==> config.mk <==
export PLATFORM = sky130hd
export DESIGN_NAME = ifu_mem_resp
export DESIGN_NICKNAME = d
export VERILOG_FILES = /design/src/rtl/ifu_mem_resp.sv
export SDC_FILE = /design/constraint.sdc
export NUM_CORES = 1
export LEC_CHECK = 0
export CORE_MARGIN = 2
export CORE_UTILIZATION = 40
export CTS_CLUSTER_DIAMETER = 100
export DETAILED_ROUTE_END_ITERATION = 10
export GPL_ROUTABILITY_DRIVEN = 1
export PLACE_DENSITY = 0.76
export SLEW_MARGIN = 30
export SYNTH_ARGS = -nofsm -noshare
export SYNTH_HDL_FRONTEND = slang
export SYNTH_SLANG_ARGS = --single-unit
==> constraint.sdc <==
create_clock -name clk -period 2.7 [get_ports clk]
set_input_delay 0.405 -clock clk [delete_from_list [all_inputs] [get_ports clk]]
set_output_delay 0.405 -clock clk [all_outputs]
set_load 0.1 [all_outputs]
==> src/rtl/ifu_mem_resp.sv <==
// ifu_mem_resp -- single-outstanding instruction-fetch memory responder.
//
// Accepts one fetch address at a time, waits LATENCY cycles, then returns the
// 32-bit instruction word at that address, or an access fault.
//
// Optional feature macro: IFU_MEM_RESP_RAND_DELAY_EN
//   When defined, a 16-bit LFSR (x^16+x^14+x^13+x^11+1, seed 16'hACE1) steps
//   every cycle. Its two LSBs, sampled at the request handshake, add 0..3
//   extra wait cycles. When undefined, latency is exactly LATENCY and no LFSR
//   exists.
//
// Ports:
//   clk              rising-edge clock
//   rst              asynchronous active-low reset
//   req_valid/ready  fetch request handshake (req_ready high only in IDLE)
//   req_addr         64-bit fetch pc
//   resp_valid/ready response handshake (resp_valid high only in RESP)
//   resp_inst        fetched instruction (32'h0 on fault)
//   resp_err         access fault: addr[1:0]!=0 or outside the memory window
//   vpmem_read_en    one-cycle doubleword read strobe (vpmem_read port)
//   vpmem_read_addr  doubleword-aligned read address
//   vpmem_read_data  64-bit read data, returned combinationally
//   dbg_state        current FSM state (0=IDLE, 1=WAIT, 2=RESP)
//
// Handshake rule: a transfer happens on a rising edge where valid && ready.
// Once valid is raised it holds, with stable payload, until that edge.

module ifu_mem_resp #(
  parameter int unsigned LATENCY  = 2,
  parameter logic [63:0] MEM_BASE = 64'h8000_0000,
  parameter logic [63:0] MEM_SIZE = 64'h0800_0000
) (
  input  logic        clk,
  input  logic        rst,
  input  logic        req_valid,
  output logic        req_ready,
  input  logic [63:0] req_addr,
  output logic        resp_valid,
  input  logic        resp_ready,
  output logic [31:0] resp_inst,
  output logic        resp_err,
  output logic        vpmem_read_en,
  output logic [63:0] vpmem_read_addr,
  input  logic [63:0] vpmem_read_data,
  output logic [1:0]  dbg_state
);

  typedef enum logic [1:0] {
    S_IDLE = 2'd0,
    S_WAIT = 2'd1,
    S_RESP = 2'd2
  } state_e;

  localparam logic [4:0]  LAT       = 5'(LATENCY);
  // One bit wider than the address so the window end cannot wrap.
  localparam logic [64:0] MEM_LIMIT = {1'b0, MEM_BASE} + {1'b0, MEM_SIZE};

  state_e      state_q, state_d;
  logic [4:0]  cnt_q, cnt_d;
  logic [63:0] addr_q, addr_d;
  logic [31:0] inst_q, inst_d;
  logic        err_q, err_d;

  logic [4:0]  extra_cyc;
  logic [4:0]  total_wait;
  logic [63:0] fetch_addr;
  logic        fetch_err;
  logic        enter_resp;

`ifdef IFU_MEM_RESP_RAND_DELAY_EN
  logic [15:0] lfsr_q, lfsr_d;

  // Right-shifting form of x^16+x^14+x^13+x^11+1 (taps 0,2,3,5).
  always_comb begin
    lfsr_d = {lfsr_q[0] ^ lfsr_q[2] ^ lfsr_q[3] ^ lfsr_q[5], lfsr_q[15:1]};
  end

  always_ff @(posedge clk or negedge rst) begin
    if (!rst) lfsr_q <= 16'hACE1;
    else      lfsr_q <= lfsr_d;
  end

  assign extra_cyc = {3'b000, lfsr_q[1:0]};
`else
  assign extra_cyc = 5'd0;
`endif

  assign total_wait = LAT + extra_cyc;

  // With zero wait the read happens on the handshake edge itself, before
  // the address has been latched, so take it straight from the request.
  assign fetch_addr = (state_q == S_IDLE) ? req_addr : addr_q;
  assign fetch_err  = (fetch_addr[1:0] != 2'b00) ||
                      (fetch_addr < MEM_BASE) ||
                      ({1'b0, fetch_addr} >= MEM_LIMIT);

  always_comb begin
    state_d    = state_q;
    cnt_d      = cnt_q;
    addr_d     = addr_q;
    inst_d     = inst_q;
    err_d      = err_q;
    enter_resp = 1'b0;

    case (state_q)
      S_IDLE: begin
        if (req_valid) begin
          addr_d = req_addr;
          if (total_wait == 5'd0) begin
            state_d    = S_RESP;
            cnt_d      = 5'd0;
            enter_resp = 1'b1;
          end else begin
            state_d = S_WAIT;
            cnt_d   = total_wait;
          end
        end
      end
      S_WAIT: begin
        cnt_d = cnt_q - 5'd1;
        // Counter reading 1 is the last wait cycle; <= guards a stray 0.
        if (cnt_q <= 5'd1) begin
          state_d    = S_RESP;
          cnt_d      = 5'd0;
          enter_resp = 1'b1;
        end
      end
      S_RESP: begin
        if (resp_ready) state_d = S_IDLE;
      end
      default: begin
        state_d = S_IDLE;
        cnt_d   = 5'd0;
      end
    endcase

    // Response payload is captured once on entry and then held, so it stays
    // stable for as long as the consumer stalls.
    if (enter_resp) begin
      err_d = fetch_err;
      if (fetch_err)          inst_d = 32'h0;
      else if (fetch_addr[2]) inst_d = vpmem_read_data[63:32];
      else                    inst_d = vpmem_read_data[31:0];
    end
  end

  // Faulting accesses never touch memory.
  assign vpmem_read_en   = enter_resp && !fetch_err;
  assign vpmem_read_addr = {fetch_addr[63:3], 3'b000};

  always_ff @(posedge clk or negedge rst) begin
    if (!rst) begin
      state_q <= S_IDLE;
      cnt_q   <= 5'd0;
      addr_q  <= 64'h0;
      inst_q  <= 32'h0;
      err_q   <= 1'b0;
    end else begin
      state_q <= state_d;
      cnt_q   <= cnt_d;
      addr_q  <= addr_d;
      inst_q  <= inst_d;
      err_q   <= err_d;
    end
  end

  assign req_ready  = (state_q == S_IDLE);
  assign resp_valid = (state_q == S_RESP);
  assign resp_inst  = inst_q;
  assign resp_err   = err_q;
  assign dbg_state  = state_q;

endmodule
# == After elaboration in Yosys (flattened, before gate mapping) ==
# Index checks and enable logic that the tools add are counted.
# totals
out_inout_bits,102
input_bits,132
reg_bits,104
wordCells,36
# classes
mux,12
bitwise,1
eq_ne,5
order_cmp,3
n_addsub,1
n_reduce_logical,9
# op_table
cell,n
>= comparator 64 x 32 -> 1 bit (second input constant),1
< comparator 64 x 32 -> 1 bit (second input constant),1
2-to-1 mux 32 bit,2
2-to-1 mux 64 bit,1
one-hot mux 5 bit (3 select lines),1
2-to-1 mux 5 bit,2
2-to-1 mux 2 bit,3
one-hot mux 2 bit (3 select lines),1
less-or-equal comparator 5 x 1 -> 1 bit (second input constant),1
subtractor 5 x 1 -> 5 bit (second input constant),1
inequality test 2 bit (second input constant),2
AND reduction 2 bit,2
AND reduction 3 bit,1
equality test 2 x 1 -> 1 bit (second input constant),1
equality test 2 bit (second input constant),1
zero test 2 bit,1
logical OR 1 bit,2
2-to-1 mux 1 bit,2
inequality test 2 x 1 -> 1 bit (second input constant),1
nonzero test 2 bit,1
logical AND 1 bit,1
zero test 1 bit,1
inverter 1 bit,1

# == Longest topological paths before layout ==
# depth
depth_word,7
ltp_mapped,9
mapped_depth_nobuf,6

# == Least setup slack after synthesis ==
# Ideal clock, no wire load.
# synth_timing
kind,register to output
start,register state_q[0] (netlist: dbg_state[0])
end,output vpmem_read_addr[27]
n_path_buf,3
t_arrival_ns,3.256
stages_incl_launch_ff,6
setup_slack_ns,-0.961
required_ns,2.295
path_cell_list,dfrtp_1 buf_2 nor2_1 buf_2 buf_1 mux2_2
# synth_via
elab_chain_len,2
# synth_rtl
item,line_no,rtl
"start, declared",58,"state_e state_q, state_d;"
"start signal, assigned",159,state_q <= state_d;
zero test 2 bit,--,
net req_ready,36,"output logic req_ready,"
2-to-1 mux 64 bit,92,assign fetch_addr = (state_q == S_IDLE) ? req_addr : addr_q;
"end, declared",43,"output logic [63:0] vpmem_read_addr,"
# The timed path passes the listed nets, and every way through them passes these cells.

# == Worst setup path in the final report ==
# layout_timing
start,register addr_q[37]
end,output vpmem_read_en
# layout_via
elab_chain_len,6
elab_cells_between_ends,7
cone_classes,order compare: 2; mux: 1; reduce/logical: 4
# layout_rtl
item,line_no,rtl
"start, declared",60,"logic [63:0] addr_q, addr_d;"
"start signal, assigned",161,addr_q <= addr_d;
2-to-1 mux 64 bit *,92,
< comparator 64 x 32 -> 1 bit,94,(fetch_addr < MEM_BASE) ||
logical OR 1 bit,93,assign fetch_err = (fetch_addr[1:0] != 2'b00) ||
logical OR 1 bit *,94,
zero test 1 bit *,148,assign vpmem_read_en = enter_resp && !fetch_err;
logical AND 1 bit *,148,
"end, declared",42,"output logic vpmem_read_en,"
# Every way passes the cells marked *; elsewhere a longest branch is shown, timed or not.

==> impl_metrics.env <==
export IMPL_cts_tree="yes"
export IMPL_required_ns=2.30
export IMPL_rows=41
export IMPL_drive_gt1_share_pct=27.2
export IMPL_ys_seq_elements=104
export IMPL_first_iter_violations=195
export IMPL_synthTopCellsByArea="dfrtp_1 (51%), mux2_1 (16%), nand2_1 (7.7%), mux2i_1 (6.6%), mux2_2 (5.9%)"
export IMPL_ys_async_sr_fraction_pct=100
export IMPL_hpwl_mm=11.5
export IMPL_timing_rr_start="addr_q[37]"
export IMPL_critPathKind="reg -> out"
export IMPL_synth_compound_area_share_pct=5.07
export IMPL_grt_busiest_layer="met2"
export IMPL_post_cts_resized=0
export IMPL_arrival_ns=2.16
export IMPL_track_usage_pct=21.9
export IMPL_clk_pin_slew_ns=0.07
export IMPL_setup_violations=0
export IMPL_met3_usage_pct=6.47
export IMPL_root_buffer="clkbuf_16"
export IMPL_synth_xor_area_share_pct=0
export IMPL_fin_skew_ns=0.0107
export IMPL_holdBufCountCts=0
export IMPL_die_area_mm2=0.0138
export IMPL_synth_top_family_by_area="multiplexers"
export IMPL_rsz0062_at_grt="no"
export IMPL_port_buffers=230
export IMPL_status="completed"
export IMPL_synth_edf_count=0
export IMPL_tightest_slew_ns=0.544
export IMPL_yosys_area_share_simple_pct=11.1
export IMPL_synth_top_area_share_pct=50.7
export IMPL_period_share_pct=95.1
export IMPL_core_mm2=0.0126
export IMPL_yosysSeqAreaShare_pct=50.7
export IMPL_wl_per_cell_um=17.3
export IMPL_max_slew_margin_pct=63.7
export IMPL_routed_wl_mm=14.8
export IMPL_tns_ns=0
export IMPL_fin_nets=815
export IMPL_diodes=0
export IMPL_netlist_top_cell_by_area="dfrtp_1"
export IMPL_io_pins=234
export IMPL_vias=4324
export IMPL_synth_area_mm2=0.00513
export IMPL_clkSinkCount=104
export IMPL_antenna_found_initial=0
export IMPL_synth_cell_types=38
export IMPL_syn_avg_cell_area_um2=11.3
export IMPL_period_needed_ns=2.57
export IMPL_fmax_ghz=0.389
export IMPL_worst_setup_path_end_kind="output port"
export IMPL_drc=0
export IMPL_grt_pass1_wl_mm=24.4
export IMPL_start_util_pct=40.9
export IMPL_hold_viol_final=0
export IMPL_crit_path_start_kind="flip-flop"
export IMPL_grt_max_degree=42
export IMPL_syn_to_final_growth_pct=65.0
export IMPL_postRouteAntennaNets=0
export IMPL_cap_viol_max_count=0
export IMPL_firstDrtPassIters=4
export IMPL_h_tree_depth=3
export IMPL_synthAdderAreaFrac_pct=0.487
export IMPL_min_path_type="in -> async"
export IMPL_use_met2_pct=38.9
export IMPL_crit_fanout=3
export IMPL_synth_warnings=0
export IMPL_routed_via_density=5.05
export IMPL_critPathLaunch="addr_q[37]"
export IMPL_post_cts_buffers=0
export IMPL_grt_overflow=0
export IMPL_die_h_um=117
export IMPL_ys_flop_type="dfrtp_1"
export IMPL_slew_viol_final=0
export IMPL_die_w_um=117
export IMPL_syn_inst=456
export IMPL_synthMuxAreaShare_pct=29.0
export IMPL_clock_latency_ns=0.34
export IMPL_grt_use_met1_pct=25.7
export IMPL_cts_buffer_depth=2
export IMPL_grt_pass1_vias=4728
export IMPL_globalplace_congestion=0.826
export IMPL_numCtsBuffers=9
## critical path, stage by stage, from the launching register on
cell and delay, ns:
dfrtp_1 0.39, nor4_1 0.40, nand4_1 0.22, or4_1 0.55, inv_2 0.10, buf_12 0.17
## cells in the final DEF (no fill, tap or decap), drive strengths merged, types with 6 or more instances in the layout
cell type / instances
clkdlybuf4s50: 130
buf: 112
nand2: 105
dfrtp: 104
mux2: 102
o21ai: 35
mux2i: 34
clkbuf: 9
nor4: 8
inv: 6
## Yosys cell counts, types with 2 or more instances
library cell	n
buf_6	3
nand2_1	105
buf_4	3
mux2_2	27
ha_1	2
inv_1	5
mux2_1	75
nand2b_1	2
buf_1	5
nor4_1	8
a21oi_1	4
nor2_1	4
clkbuf_1	5
mux2i_1	34
o21ai_1	34
buf_2	14
nand3_1	2
dfrtp_1	104
## layer usage
metal | share of wire, % | routed length [µm] | vias to the layer above
met2 | 51 | 7550 | 181
met5 | 0 | 0 | -
li1 | - | - | 2023
met1 | 39 | 5840 | 2100
met4 | 1.8 | 269 | 0
met3 | 7.9 | 1170 | 20
## worst paths after layout
path / slack (ns) / end / depth (start not counted)
worst max-delay path: 0.13 / vpmem_read_en / 5
worst min-delay path: 0.04 / resp_inst[10] / 1
worst max register to register: 0.58 / resp_err / 5
worst min register to register: 0.48 / addr_q[16] / 2
max in group asynchronous: 1.91 / addr_q[52] / 2
min in group clk: 0.48 / addr_q[16] / 2
## registers in the layout, summed over array words and instances (netlist names)
name	cells
addr_q	64
resp_inst	32
cnt_q	5
dbg_state	2
resp_err	1
## final cells by class
cell class / count / area [µm²]
fill: 929 / 4100
inverter: 6 / 22.5
sequential: 104 / 2610
tap: 172 / 215
timing repair buffer: 242 / 2970
clock inverter: 6 / 61.3
clock buffer: 9 / 225
multi-input combinational: 318 / 2370
## stage by stage
step	instance area, µm²	hold slack (ns)	utilization, %	setup slack (ns)	cells
floorplan	5150	0.109	-	0.0588	458
global route	8470	0.0849	67.4	0.00918	857
detailed placement	8190	0.424	65.1	0.504	842
CTS	8470	0.0601	67.4	0.132	857
global placement	8190	0.417	65.1	0.490	842
finish	8470	0.0421	67.4	0.132	857
## logic make-up (layout without fill, tap and decap cells)
group,after synthesis,after routing
compound gates,47,47
buf+inv,36,263
mux,136,136
other cells,1,3
simple gates,130,130
fa+ha+maj,2,2
flops,104,104
Power is left out: the tool's default activity adds up to more than one toggle a clock period on the data nets, which glitch-free logic cannot reach.
